<file path="src/rtl/rf_pkg.sv">
// Shared register-file types and constants for the RF scan/readout blocks.
package rf_pkg;

  localparam int RF_AW    = 5;
  localparam int RF_DW    = 32;
  localparam int RF_DEPTH = 32;

  typedef logic [RF_AW-1:0] rf_addr_t;
  typedef logic [RF_DW-1:0] rf_data_t;

  typedef enum logic {
    IDLE,
    RUN
  } scan_state_t;

endpackage

</file>
<file path="src/rtl/rf_scan_outreg.sv">
// Output stage of the RF scan reader: one registered beat with load/hold/clear control.
module rf_scan_outreg
  import rf_pkg::*;
#(
  parameter int AW = RF_AW,
  parameter int DW = RF_DW
) (
  input  logic          clk,
  input  logic          rst,
  input  logic          load,
  input  logic          clear,
  input  logic [DW-1:0] load_data,
  input  logic [AW-1:0] load_addr,
  input  logic          load_last,
  output logic          m_valid,
  output logic [DW-1:0] m_data,
  output logic [AW-1:0] m_addr,
  output logic          m_last
);

  // A load takes priority over a clear so an accepted beat is replaced
  // by the next one in the same cycle, keeping full throughput.
  always_ff @(posedge clk or posedge rst) begin
    if (rst) begin
      m_valid <= 1'b0;
      m_data  <= '0;
      m_addr  <= '0;
      m_last  <= 1'b0;
    end else if (load) begin
      m_valid <= 1'b1;
      m_data  <= load_data;
      m_addr  <= load_addr;
      m_last  <= load_last;
    end else if (clear) begin
      m_valid <= 1'b0;
      m_last  <= 1'b0;
    end
  end

endmodule

</file>
<file path="src/rtl/rf_scan_reader.sv">
// Streams a window of the register file out over a valid/ready port.
// Optional running checksum output enabled by defining RF_SCAN_CHECKSUM_EN.
module rf_scan_reader
  import rf_pkg::*;
#(
  parameter int AW = RF_AW,
  parameter int DW = RF_DW
) (
  input  logic          clk,
  input  logic          rst,
  input  logic          start,
  input  logic [AW-1:0] base_addr,
  input  logic [AW:0]   count,
  output logic          busy,
  output logic          done,
  output logic [AW-1:0] rf_raddr,
  input  logic [DW-1:0] rf_rdata,
  output logic          m_valid,
  input  logic          m_ready,
  output logic [DW-1:0] m_data,
  output logic [AW-1:0] m_addr,
  output logic          m_last
`ifdef RF_SCAN_CHECKSUM_EN
  ,
  output logic [DW-1:0] checksum
`endif
);

  localparam int          DEPTH     = 2 ** AW;
  localparam logic [AW:0] MAX_COUNT = (AW + 1)'(DEPTH);

  scan_state_t   state;
  logic [AW-1:0] rd_ptr;
  logic [AW:0]   fetch_left;
  logic [AW:0]   clamped_count;
  logic          load;
  logic          beat_taken;
  logic          load_last;

  assign clamped_count = (count > MAX_COUNT) ? MAX_COUNT : count;
  assign load          = (state == RUN) && (fetch_left != '0) && (!m_valid || m_ready);
  assign beat_taken    = m_valid && m_ready;
  assign load_last     = (fetch_left == (AW + 1)'(1));
  assign rf_raddr      = rd_ptr;

  // The scan ends on the handshake of the last beat, not on the last fetch.
  always_ff @(posedge clk or posedge rst) begin
    if (rst) begin
      state      <= IDLE;
      busy       <= 1'b0;
      done       <= 1'b0;
      rd_ptr     <= '0;
      fetch_left <= '0;
    end else begin
      done <= 1'b0;
      case (state)
        IDLE: begin
          if (start) begin
            if (count != '0) begin
              rd_ptr     <= base_addr;
              fetch_left <= clamped_count;
              busy       <= 1'b1;
              state      <= RUN;
            end else begin
              done <= 1'b1;
            end
          end
        end
        RUN: begin
          if (load) begin
            rd_ptr     <= rd_ptr + 1'b1;
            fetch_left <= fetch_left - 1'b1;
          end
          if (beat_taken && m_last) begin
            busy  <= 1'b0;
            done  <= 1'b1;
            state <= IDLE;
          end
        end
        default: state <= IDLE;
      endcase
    end
  end

  rf_scan_outreg #(
    .AW(AW),
    .DW(DW)
  ) u_outreg (
    .clk      (clk),
    .rst      (rst),
    .load     (load),
    .clear    (beat_taken),
    .load_data(rf_rdata),
    .load_addr(rd_ptr),
    .load_last(load_last),
    .m_valid  (m_valid),
    .m_data   (m_data),
    .m_addr   (m_addr),
    .m_last   (m_last)
  );

`ifdef RF_SCAN_CHECKSUM_EN
  // Sum of accepted beats; the last beat lands on the same edge that raises done.
  always_ff @(posedge clk or posedge rst) begin
    if (rst) begin
      checksum <= '0;
    end else if ((state == IDLE) && start) begin
      checksum <= '0;
    end else if (beat_taken) begin
      checksum <= checksum + m_data;
    end
  end
`endif

endmodule

</file>
<file path="config.mk">
export PLATFORM = sky130hd
export DESIGN_NAME = rf_scan_reader
export DESIGN_NICKNAME = d
export VERILOG_FILES = /design/src/rtl/rf_pkg.sv /design/src/rtl/rf_scan_outreg.sv /design/src/rtl/rf_scan_reader.sv
export SDC_FILE = /design/constraint.sdc
export NUM_CORES = 1
export LEC_CHECK = 0
export ABC_AREA = 1
export CAP_MARGIN = 20
export CELL_PAD_IN_SITES_DETAIL_PLACEMENT = 0
export CELL_PAD_IN_SITES_GLOBAL_PLACEMENT = 1
export CORE_MARGIN = 2
export CORE_UTILIZATION = 31
export DETAILED_ROUTE_END_ITERATION = 10
export PLACE_DENSITY_LB_ADDON = 0.1
export SETUP_SLACK_MARGIN = 0.02
export SLEW_MARGIN = 5
export SYNTH_ARGS = -nofsm -noshare
export SYNTH_HDL_FRONTEND = slang
export SYNTH_SLANG_ARGS = --single-unit
</file>
<file path="constraint.sdc">
create_clock -name clk -period 1.8 [get_ports clk]
set_clock_uncertainty 0.1 [all_clocks]
set_input_delay 0.27 -clock clk [delete_from_list [all_inputs] [get_ports clk]]
set_output_delay 0.27 -clock clk [all_outputs]
set_load 0.01 [all_outputs]
</file>
==> results of run 1 <==
==> final cells by class <==
cell class,count,share of cell area [%]
clock buffer,6,2.01
inverter,13,1.35
sequential,53,36.8
tap,102,3.53
timing repair buffer,102,28.9
clock inverter,2,0.381
multi-input combinational,224,27.0
==> stage by stage <==
| stage | power (uW) | worst slack [ps] | std cells |
|---|---|---|---|
| 6_report | 6490 | 91.8 | 502 |
| 4_1_cts | 6570 | 36.6 | 501 |
| 3_3_place_gp | 5830 | 84.6 | 493 |
| 3_5_place_dp | 5870 | 77.0 | 493 |
| 5_1_grt | 7110 | 21.7 | 502 |
| 2_1_floorplan | 4180 | 144 | 301 |
==> where the power goes <==
part / internal, uW / leakage [uW] / total [uW] / switching [uW]
Combinational: 1770 / 0.00109 / 3640 / 1870
Clock: 278 / 0.0000456 / 682 / 403
Sequential: 1770 / 0.000647 / 2170 / 396
==> sequential cells by signal, summed over array words and instances (netlist names) <==
name and flops:
busy 1, done 1, fetch_left 6, rf_raddr 5, state 1, u_outreg.m_addr 5
u_outreg.m_data 32, u_outreg.m_last 1, u_outreg.m_valid 1
==> synthesized netlist by cell type <==
library cell / count / area, sq um
a21oi_1: 5 / 25.0
a21oi_2: 1 / 8.76
buf_2: 4 / 20.0
buf_4: 3 / 22.5
buf_6: 3 / 33.8
clkbuf_1: 1 / 3.75
dfrtp_1: 53 / 1330
ha_1: 4 / 50.1
inv_1: 10 / 37.5
inv_2: 3 / 11.3
nand2_1: 165 / 619
nand2_2: 1 / 6.26
nand2_4: 1 / 11.3
nand3_1: 20 / 100
nand3_2: 1 / 10.0
nand3_4: 1 / 17.5
nand3b_1: 1 / 7.51
nand4_1: 4 / 25.0
nor2_1: 10 / 37.5
nor2_2: 1 / 6.26
o211ai_1: 1 / 7.51
o21ai_0: 7 / 35.0
xnor2_1: 1 / 8.76
==> logic make-up (layout without fill, tap and decap cells) <==
family | Yosys count | count (layout) | synth area share, %
xor+xnor | 1 | 1 | 0.360
simple gates | 205 | 205 | 34.6
fa+ha+maj | 4 | 4 | 2.06
buf+inv | 24 | 123 | 5.30
compound gates | 14 | 14 | 3.14
flops | 53 | 53 | 54.6
==> how the worst max path moves through the flow <==
stage | from | end | cells after the start
global placement | m_ready | u_outreg.m_last | 8
detailed placement | count[5] | fetch_left[2] | 8
floorplan | rst | busy | 1
CTS | rf_raddr[0] | rf_raddr[0] | 1
finish | rf_raddr[1] | rf_raddr[1] | 1
global route | rf_raddr[1] | rf_raddr[1] | 1
==> repair_timing <==
item	CTS	global route
endpoints found under the setup margin	0	3
setup buffers	0	1
resized for setup	0	2
==> metal layers <==
| layer | wire [um] | vias to the layer above | global-route usage, % |
|---|---|---|---|
| li1 | - | 1133 | - |
| met1 | 3090 | 996 | 22.8 |
| met2 | 2530 | 70 | 21.3 |
| met3 | 423 | 7 | 3.42 |
| met4 | 76 | 0 | 4.10 |
| met5 | 0 | - | 0 |
==> flow_metrics.py, run 1 <==
metrics = {
    "global_routing": {
        "grt_usage_pct": 15.0,
        "grt_max_degree": 54,
        "antenna_found_initial": 0,
        "grt_pass1_vias": 2021,
        "grt_overflow": 0,
        "grt_first_pass_wirelength_um": 10200,
    },
    "layout": {
        "nets": 450,
        "layout-drive-gt1-share_pct": 7.25,
        "area_delta_synth_final_pct": 48.6,
        "multi_input_area_sq_um": 976,
        "fillers": 796,
        "layout_common_cells": "nand2_1, clkdlybuf4s50_1, dfrtp_1, nand3_1, nor2_1",
        "register_area_sq_um": 1330,
        "layout_commonest_cell": "nand2_1",
        "final_area_sq_um": 3610,
        "final_util_pct": 47.3,
        "antenna_cells": 0,
    },
    "synthesis": {
        "yosys_warnings": 0,
        "synth_nets": 352,
        "syn_inst": 301,
        "yosysSeqAreaShare_pct": 54.6,
        "avgSynthCellArea_sq_um": 8.08,
        "ys_ff_latch": 53,
        "synth_cell_types": 23,
        "syn_area_sq_um": 2430,
    },
    "timing": {
        "hold_viol": 0,
        "period_share_pct": 94.9,
        "rsz0062_at_grt": "no",
        "min_period_ps": 1710,
        "maxSlewHeadroom_pct": 80.9,
        "finalSetupViolations": 0,
        "tns_ps": 0,
        "whs_ps": 222,
        "fmaxAchievable_mhz": 585,
        "report.final.slew_viol_count": 0,
        "worst_pin_slew_ps": 287,
    },
    "clocking": {
        "clockBufferDepth": 2,
        "cts_sinks": 53,
        "clk_latency_ps": 310,
        "tritoncts": "yes",
        "holdBufCountCts": 0,
        "clkTransAtPathRegs_ps": 100,
        "clock-root-buffer": "clkbuf_8",
        "htree_levels": 2,
        "numCtsBuffers": 5,
    },
    "floorplanning": {
        "start_util_pct": 31.8,
        "coreArea_sq_um": 7650,
        "die_y_um": 92.6,
        "die_x_um": 92.6,
        "die_area_sq_um": 8570,
        "rows": 32,
        "io_pins": 93,
    },
    "critical_path": {
        "crit_buf_inv": 1,
        "start_kind": "flip-flop",
        "critical_path_required_ps": 1430,
        "slowest_stage": "clkdlybuf4s50_1",
        "r2r_cells": 8,
        "rr_startpoint": "fetch_left[0]",
        "worstSetupEndpointType": "primary output",
        "slowest_delay_ps": 580,
        "reg2reg_to": "u_outreg.m_last",
        "cp_max_fo": 6,
        "crit_family": "buffers and inverters",
        "reg2reg_slack_ps": 210,
        "path_cells": "clkdlybuf4s50_1",
        "arrival_ps": 1340,
        "critical_path_class": "flip-flop to primary output",
    },
    "placed_design": {
        "io_buffers": 92,
        "place_hpwl_um": 4350,
        "gp_congestion": 0.747,
        "placed_area_sq_um": 3520,
    },
    "detailed_routing": {
        "via_per_inst": 4.39,
        "ant_nets": 0,
        "vias": 2206,
        "wirelength_um": 6120,
        "drt_pass1_iterations": 4,
        "drc": 0,
        "drtIter0Drc": 80,
        "wire_per_inst_um": 12.2,
    },
    "power_and_ir_drop": {
        "p_leak_uw": 0.00178,
        "p_per_area_nw_per_um2": 1800,
        "ir_worst_vdd_mv": 0.708,
    },
    "status": {
        "outcome": "completed",
    },
    "worst_hold_path": {
        "hold_path.class": "primary input to asynchronous set/reset pin",
    },
    "flow_run": {
        "maxCapViolCount": 0,
    },
}
(Power assumes the default switching activity.)
==> run 2, diff against run 1 <==
GPL_ROUTABILITY_DRIVEN = 0   (was not set)
==> results of run 2 <==
No change in the layout: final DEF, timing and power equal those of run 1.
